**src/rtl/decode_stage.sv**
```systemverilog
// Decode stage of the 16-bit pipelined RISC core: instruction decode,
// 8-entry register file with write-through bypass, two-word LDM handling,
// and the registered ID/EX operand/control slot with stall and flush.
module decode_stage #(
    parameter int DATA_W = 16,
    parameter int NREGS  = 8
) (
    input  logic                     clk,
    input  logic                     reset,
    input  logic [15:0]              instr,
    input  logic                     instr_valid,
    input  logic                     stall,
    input  logic                     flush,
    input  logic                     wb_en,
    input  logic [$clog2(NREGS)-1:0] wb_addr,
    input  logic [DATA_W-1:0]        wb_data,
    output logic [DATA_W-1:0]        Op1,
    output logic [DATA_W-1:0]        Op2,
    output logic [1:0]               ALUmode,
    output logic [1:0]               carrySelect,
    output logic [2:0]               dest_r,
    output logic                     reg_write_r,
    output logic                     valid_r,
    output logic                     illegal_r
);

    localparam int AW = $clog2(NREGS);

    localparam logic [4:0] OP_NOP  = 5'b00000;
    localparam logic [4:0] OP_SETC = 5'b00001;
    localparam logic [4:0] OP_CLRC = 5'b00010;
    localparam logic [4:0] OP_NOT  = 5'b00011;
    localparam logic [4:0] OP_INC  = 5'b00100;
    localparam logic [4:0] OP_MOV  = 5'b00101;
    localparam logic [4:0] OP_ADD  = 5'b00110;
    localparam logic [4:0] OP_LDM  = 5'b00111;

    localparam logic [1:0] ALU_ADD  = 2'b00;
    localparam logic [1:0] ALU_NOT  = 2'b01;
    localparam logic [1:0] ALU_PASS = 2'b10;
    localparam logic [1:0] ALU_NOP  = 2'b11;

    localparam logic [1:0] C_KEEP = 2'b00;
    localparam logic [1:0] C_SET  = 2'b01;
    localparam logic [1:0] C_ALU  = 2'b10;
    localparam logic [1:0] C_CLR  = 2'b11;

    typedef enum logic {OPC, IMM} state_t;

    state_t              state_q, state_d;
    logic [2:0]          ldm_rdst_q, ldm_rdst_d;
    logic [DATA_W-1:0]   rf_q [NREGS];
    logic [DATA_W-1:0]   rf_d [NREGS];

    logic [DATA_W-1:0]   op1_q, op1_d, op2_q, op2_d;
    logic [1:0]          alu_q, alu_d, cs_q, cs_d;
    logic [2:0]          dest_q, dest_d;
    logic                rw_q, rw_d, vld_q, vld_d, ill_q, ill_d;

    logic [4:0]          opcode;
    logic [2:0]          rdst;
    logic [AW-1:0]       rs1, rs2;
    logic [DATA_W-1:0]   rd1, rd2;
    logic                unused_low_bits;

    assign opcode          = instr[15:11];
    assign rdst            = instr[10:8];
    assign rs1             = AW'(instr[7:5]);
    assign rs2             = AW'(instr[4:2]);
    assign unused_low_bits = ^instr[1:0];

    // Register file reads with same-cycle writeback bypass
    always_comb begin
        rd1 = (wb_en && wb_addr == rs1) ? wb_data : rf_q[rs1];
        rd2 = (wb_en && wb_addr == rs2) ? wb_data : rf_q[rs2];
    end

    // Writeback path: accepted regardless of stall/flush
    always_comb begin
        rf_d = rf_q;
        if (wb_en) begin
            rf_d[wb_addr] = wb_data;
        end
    end

    // Next ID/EX slot and LDM FSM: flush > stall > normal decode
    always_comb begin
        op1_d      = op1_q;
        op2_d      = op2_q;
        alu_d      = alu_q;
        cs_d       = cs_q;
        dest_d     = dest_q;
        rw_d       = rw_q;
        vld_d      = vld_q;
        ill_d      = ill_q;
        state_d    = state_q;
        ldm_rdst_d = ldm_rdst_q;

        if (flush || !stall) begin
            // Start from a bubble; decode below overrides it
            op1_d  = '0;
            op2_d  = '0;
            alu_d  = ALU_NOP;
            cs_d   = C_KEEP;
            dest_d = '0;
            rw_d   = 1'b0;
            vld_d  = 1'b0;
            ill_d  = 1'b0;
        end

        if (flush) begin
            state_d = OPC;
        end else if (!stall && instr_valid) begin
            if (state_q == IMM) begin
                // Second LDM word: pass the immediate through to the latched Rdst
                op1_d   = instr;
                alu_d   = ALU_PASS;
                dest_d  = ldm_rdst_q;
                rw_d    = 1'b1;
                vld_d   = 1'b1;
                state_d = OPC;
            end else begin
                case (opcode)
                    OP_NOP: begin
                        dest_d = rdst;
                        vld_d  = 1'b1;
                    end
                    OP_SETC: begin
                        cs_d   = C_SET;
                        dest_d = rdst;
                        vld_d  = 1'b1;
                    end
                    OP_CLRC: begin
                        cs_d   = C_CLR;
                        dest_d = rdst;
                        vld_d  = 1'b1;
                    end
                    OP_NOT: begin
                        op1_d  = rd1;
                        alu_d  = ALU_NOT;
                        dest_d = rdst;
                        rw_d   = 1'b1;
                        vld_d  = 1'b1;
                    end
                    OP_INC: begin
                        op1_d  = rd1;
                        op2_d  = DATA_W'(1);
                        alu_d  = ALU_ADD;
                        cs_d   = C_ALU;
                        dest_d = rdst;
                        rw_d   = 1'b1;
                        vld_d  = 1'b1;
                    end
                    OP_MOV: begin
                        op1_d  = rd1;
                        alu_d  = ALU_PASS;
                        dest_d = rdst;
                        rw_d   = 1'b1;
                        vld_d  = 1'b1;
                    end
                    OP_ADD: begin
                        op1_d  = rd1;
                        op2_d  = rd2;
                        alu_d  = ALU_ADD;
                        cs_d   = C_ALU;
                        dest_d = rdst;
                        rw_d   = 1'b1;
                        vld_d  = 1'b1;
                    end
                    OP_LDM: begin
                        ldm_rdst_d = rdst;
                        state_d    = IMM;
                    end
                    default: begin
                        ill_d = 1'b1;
                    end
                endcase
            end
        end
    end

    // State update: reset loads a bubble, clears the register file, returns FSM to OPC
    always_ff @(posedge clk) begin
        if (reset) begin
            op1_q      <= '0;
            op2_q      <= '0;
            alu_q      <= ALU_NOP;
            cs_q       <= C_KEEP;
            dest_q     <= '0;
            rw_q       <= 1'b0;
            vld_q      <= 1'b0;
            ill_q      <= 1'b0;
            state_q    <= OPC;
            ldm_rdst_q <= '0;
            for (int i = 0; i < NREGS; i++) begin
                rf_q[i] <= '0;
            end
        end else begin
            op1_q      <= op1_d;
            op2_q      <= op2_d;
            alu_q      <= alu_d;
            cs_q       <= cs_d;
            dest_q     <= dest_d;
            rw_q       <= rw_d;
            vld_q      <= vld_d;
            ill_q      <= ill_d;
            state_q    <= state_d;
            ldm_rdst_q <= ldm_rdst_d;
            rf_q       <= rf_d;
        end
    end

    assign Op1         = op1_q;
    assign Op2         = op2_q;
    assign ALUmode     = alu_q;
    assign carrySelect = cs_q;
    assign dest_r      = dest_q;
    assign reg_write_r = rw_q;
    assign valid_r     = vld_q;
    assign illegal_r   = ill_q;

endmodule

```
**config.mk**
```make
export PLATFORM = sky130hd
export DESIGN_NAME = decode_stage
export DESIGN_NICKNAME = d
export VERILOG_FILES = /design/src/rtl/decode_stage.sv
export SDC_FILE = /design/constraint.sdc
export NUM_CORES = 1
export LEC_CHECK = 0
export CORE_MARGIN = 2
export CORE_UTILIZATION = 35
export DETAILED_ROUTE_END_ITERATION = 8
export HOLD_SLACK_MARGIN = 0.08
export SYNTH_ARGS = -nofsm -noshare
export SYNTH_HDL_FRONTEND = slang
export SYNTH_SLANG_ARGS = --single-unit
```
**constraint.sdc**
```tcl
create_clock -name clk -period 4.9 [get_ports clk]
set_input_delay 0.98 -clock clk [delete_from_list [all_inputs] [get_ports clk]]
set_output_delay 0.98 -clock clk [all_outputs]
set_load 0.005 [all_outputs]
```
==> run summary, run 1 <==
status = finished clean
post-synth cell types = 40
io pins = 83
share of layout cells above drive strength 1 = 12.1%
starting DRC count in detailed routing = 756
Comb power frac = 8.8%
Wirelength per Cell = 20.8 µm
core area = 0.0241 mm²
Internal = 2360 µW
Critical Setup Path Class = input port to register
Reg clk slew, reported paths = 70 ps
post-DP HPWL = 16500 µm
Routed Antenna Nets = 0
Post-Route M1 WL = 11700 µm
met3 wire len = 1830 µm
sw power = 776 µW
GRT Total Usage = 20.4%
initial antenna violation count = 0
Starting Density = 35.3%
Die Area = 0.0256 mm²
Mapped Cells = 908
Final min period = 3120 ps
Seq/Total Area, Yosys = 40.9%
Fin. Hold Viols = 0
register share of total power = 46.3%
CTS resizes = 0
# diodes = 0
register bit total from synthesis = 174
CTS tree = done
Sw Ratio = 24.7%
Site Rows = 57
Rel. slew slack = 26.4%
Num CTS Buffers = 17
DRC violations left = 0
Worst setup EP type = register
I/O Buffers = 82
clk root buf = clkbuf_16
Max Cap Viol = 0
clock power share = 44.9%
height of the die = 160 µm
final setup vio count = 0
RSZ-0062 raised after global routing = no
final setup margin = 1780 ps
Crit Path Max Fanout = 17
Final Max Tran Viols = 0
top sig layer = met4
# Post-CTS Setup Buffers = 0
vias in the first global route = 6636
Pleak = 0.00341 µW
EDFF count, synth = 0
Worst VDD drop = 0.252 mV
fill count = 2373
main flop type after synthesis = dfxtp_1
# H-tree levels = 4
hold_buf cts = 0
Die Width = 160 µm
Hold WC Path Type = register to register
Pre-antenna DRT Iters = 5
largest net degree at the start of global routing = 97
Sink Count = 174
area grow syn2layout = 17.7%
Clock Skews = 6.95 ps
DP Worst Slack = 1390 ps
Detail Route met2 WL = 12300 µm
global-route wire length before repair = 40200 µm
fin nets = 969
Placer Congestion = 0.860
Worst-Margin Slew = 1100 ps
Arr. time, crit path = 3410 ps
FMAX = 0.321 GHz
synthesized area per cell = 9.37 µm²
setup_tns = 0 ps
CTS max path bufs = 2
final WL = 26300 µm
GR Overflow Total = 0
R2R Setup Slk = 2660 ps
vias per cell = 5.61
CP required = 5190 ps
power density cells = 313 mW/mm²
Vias = 7094
Final period util = 63.7%
clk_lat worst skew = 430 ps
syn nets = 949
Startpoint Class = input port
mapped cell area = 0.00851 mm²
Synth async-reset ratio = 0%
Ys Warns = 0
layout by cell type (no fill, tap or decap), types with 17 or more instances in the layout:
| cell type | netlist | layout |
|---|---|---|
| nand2_1 | 272 | 272 |
| dfxtp_1 | 174 | 174 |
| a21oi_1 | 137 | 137 |
| clkdlybuf4s50_1 | 0 | 77 |
| mux4_2 | 39 | 39 |
| mux4_1 | 25 | 25 |
| mux2i_1 | 19 | 19 |
| mux2_2 | 17 | 17 |
| clkbuf_16 | 0 | 17 |
worst max-delay path, stage by stage:
cell             delay, ps
clkdlybuf4s50_1        810
xnor2_1                180
and4_1                 700
nand2b_1               530
o21ai_0                200
state kept, by name, summed over array words and instances (netlist names):
name and flops:
Op1 16, Op2 16, state_q 1, rf_q 128
valid_r 1, ldm_rdst_q 3, dest_r 3, reg_write_r 1
carrySelect 2, ALUmode 2, illegal_r 1
through the flow:
step	area, µm²	utilization, %	hold WS (ps)	instances	power (µW)
after CTS	10000	41.5	465	1265	3150
after global routing	10000	41.5	484	1265	3230
after global placement	9410	39.0	445	1233	1760
after detailed placement	9410	39.0	456	1233	1760
final	10000	41.5	464	1265	3140
after floorplan	8510	-	441	908	1660
power groups by stage:
| stage | clock network [µW] | logic, µW | registers [µW] |
|---|---|---|---|
| after detailed placement | 0 | 274 | 1480 |
| after global routing | 1480 | 292 | 1460 |
| after CTS | 1420 | 275 | 1450 |
| final | 1410 | 276 | 1450 |
| after global placement | 0 | 272 | 1480 |
| after floorplan | 0 | 182 | 1480 |
synthesized netlist by cell type, types with 2 or more instances:
master,n,area [µm²]
nor2b_1,6,37.5
mux4_2,39,878
buf_6,4,45.0
and4_1,2,17.5
mux4_1,25,657
a31oi_1,2,12.5
clkbuf_1,58,218
mux2_2,17,191
a222oi_1,3,30.0
o22ai_1,2,12.5
nand2b_1,4,25.0
mux2i_1,19,190
nor3_1,6,30.0
and3_1,2,12.5
or3_1,2,12.5
o21ai_0,16,80.1
nor2_1,15,56.3
a21oi_1,137,686
xnor2_1,8,70.1
nand2_1,272,1020
a22o_1,16,140
and2_1,2,12.5
nand4_1,2,12.5
a32oi_1,15,131
dfxtp_1,174,3480
nand3_1,5,25.0
buf_2,27,135
a221o_1,16,160
logic make-up after synthesis:
group | Yosys count | share of synthesized area [%]
buf+inv | 91 | 4.96
mux | 100 | 22.5
compound gates | 210 | 15.0
simple gates | 325 | 15.7
xor+xnor | 8 | 0.823
flops | 174 | 40.9
routing by layer:
| layer | vias to the layer above | GRT usage [%] |
|---|---|---|
| met2 | 270 | 32.7 |
| met5 | - | 0 |
| met1 | 3498 | 28.2 |
| li1 | 3294 | - |
| met4 | 0 | 6.10 |
| met3 | 32 | 3.79 |
path summary, 6_finish.rpt:
kind	to	start	depth (start not counted)
worst min register to register	reg_write_r	reg_write_r	2
worst max-delay path	Op2[7]	wb_addr[0]	5
worst min-delay path	reg_write_r	reg_write_r	2
worst max register to register	Op2[7]	state_q	4
area by class of cell:
class	instances	area (µm²)	area share, %
flip-flops and latches	174	3480	34.8
repair buffers	91	866	8.65
clock inverters	13	165	1.65
inverters	1	3.75	0.0375
well taps	324	405	4.05
clock buffers	19	443	4.42
multi-input cells	643	4650	46.4
No activity file was read; power rests on OpenSTA's default activity.
==> inputs of run 2 (changes only) <==
clock period = 2.7 ns   (was 4.9 ns; I/O delays follow)
==> run summary, run 2 (synthesis results as in run 1) <==
I/O Buffers = 82
Placer Congestion = 0.821
setup_tns = 0 ps
# Post-CTS Setup Buffers = 0
Arr. time, crit path = 2610 ps
Wirelength per Cell = 20.9 µm
Die Area = 0.0256 mm²
Biggest register = rf_q
Final period util = 82.8%
global-route wire length before repair = 42300 µm
Pleak = 0.00369 µW
# H-tree levels = 4
starting DRC count in detailed routing = 834
GRT Total Usage = 21.5%
Clock Skews = 7.58 ps
area grow syn2layout = 22.8%
height of the die = 160 µm
Num CTS Buffers = 17
Crit Path Max Fanout = 16
final setup vio count = 0
clk_lat worst skew = 430 ps
Final Util = 43.4%
GR Overflow Total = 0
CTS resizes = 0
Site Rows = 57
max reg flops = 128
Final Max Tran Viols = 0
Startpoint Class = input port
R2R Setup Slk = 920 ps
final WL = 27400 µm
CTS max path bufs = 2
hold_buf cts = 0
vias in the first global route = 7158
Worst-Margin Slew = 673 ps
Max Cap Viol = 0
Sink Count = 174
Routed Antenna Nets = 0
Final min period = 2240 ps
Vias = 7378
WHS = 457 ps
power density cells = 558 mW/mm²
Pre-antenna DRT Iters = 5
DRC violations left = 0
Hold WC Path Type = register to register
# diodes = 0
Tot Pwr = 5830 µW
Worst setup EP type = register
share of layout cells above drive strength 1 = 15.0%
largest net degree at the start of global routing = 135
Rel. slew slack = 55.1%
clk root buf = clkbuf_16
Fin. Hold Viols = 0
io pins = 83
Critical Setup Path Class = input port to register
Die Width = 160 µm
vias per cell = 5.64
most frequent cells in the layout = nand2_1, dfxtp_1, a21oi_1, clkdlybuf4s50_1, buf_4
Reg clk slew, reported paths = 60 ps
initial antenna violation count = 0
core area = 0.0241 mm²
Starting Density = 35.3%
Worst VDD drop = 0.493 mV
commonest non-fill, non-tap cell in the layout = nand2_1
Post-Layout Cell Count = 1308
CP required = 3070 ps
status = finished clean
FMAX = 0.447 GHz
post-DP HPWL = 18200 µm
RSZ-0062 raised after global routing = no
CTS tree = done
fin nets = 1012
DP Cell Count = 1276
## run 2: layout make-up
type	instances	area, µm²
repair buffers	134	1310
clock inverters	9	158
clock buffers	23	468
multi-input cells	643	4620
flip-flops and latches	174	3480
inverters	1	3.75
fillers	2368	13700
well taps	324	405
## run 2: final timing paths
kind / startpoint / end / cells past startpoint
hold reg to reg: carrySelect[0] / carrySelect[0] / 2
setup / recovery: wb_addr[2] / Op1[13] / 5
hold / removal: carrySelect[0] / carrySelect[0] / 2
setup reg to reg: state_q / Op1[13] / 4
## run 2: per-layer routing
layer  GRT usage (%)  routed length (µm)  vias to the layer above
li1                -                   -                     3389
met1            28.6               11800                     3628
met2            34.6               13000                      318
met3            4.99                2060                       43
met4            6.96                 546                        0
met5               0                   0                        -
## run 2: power breakdown
group	internal, µW	total, µW	switching, µW
Sequential	2610	2640	30.1
Combinational	234	551	317
Clock	1610	2640	1030
Total	4450	5830	1380
## run 2: worst max-delay path, stage by stage
cell             delay [ps]
clkdlybuf4s50_1         670
xnor2_1                 160
nand4_1                 260
and3b_1                 720
a221o_1                 260
## run 2: stage by stage
step	cell area (µm²)	worst slack [ps]
floorplan	8510	692
global placement	9830	86.1
detailed placement	9830	78.3
CTS	10500	522
global route	10500	370
finish	10500	464
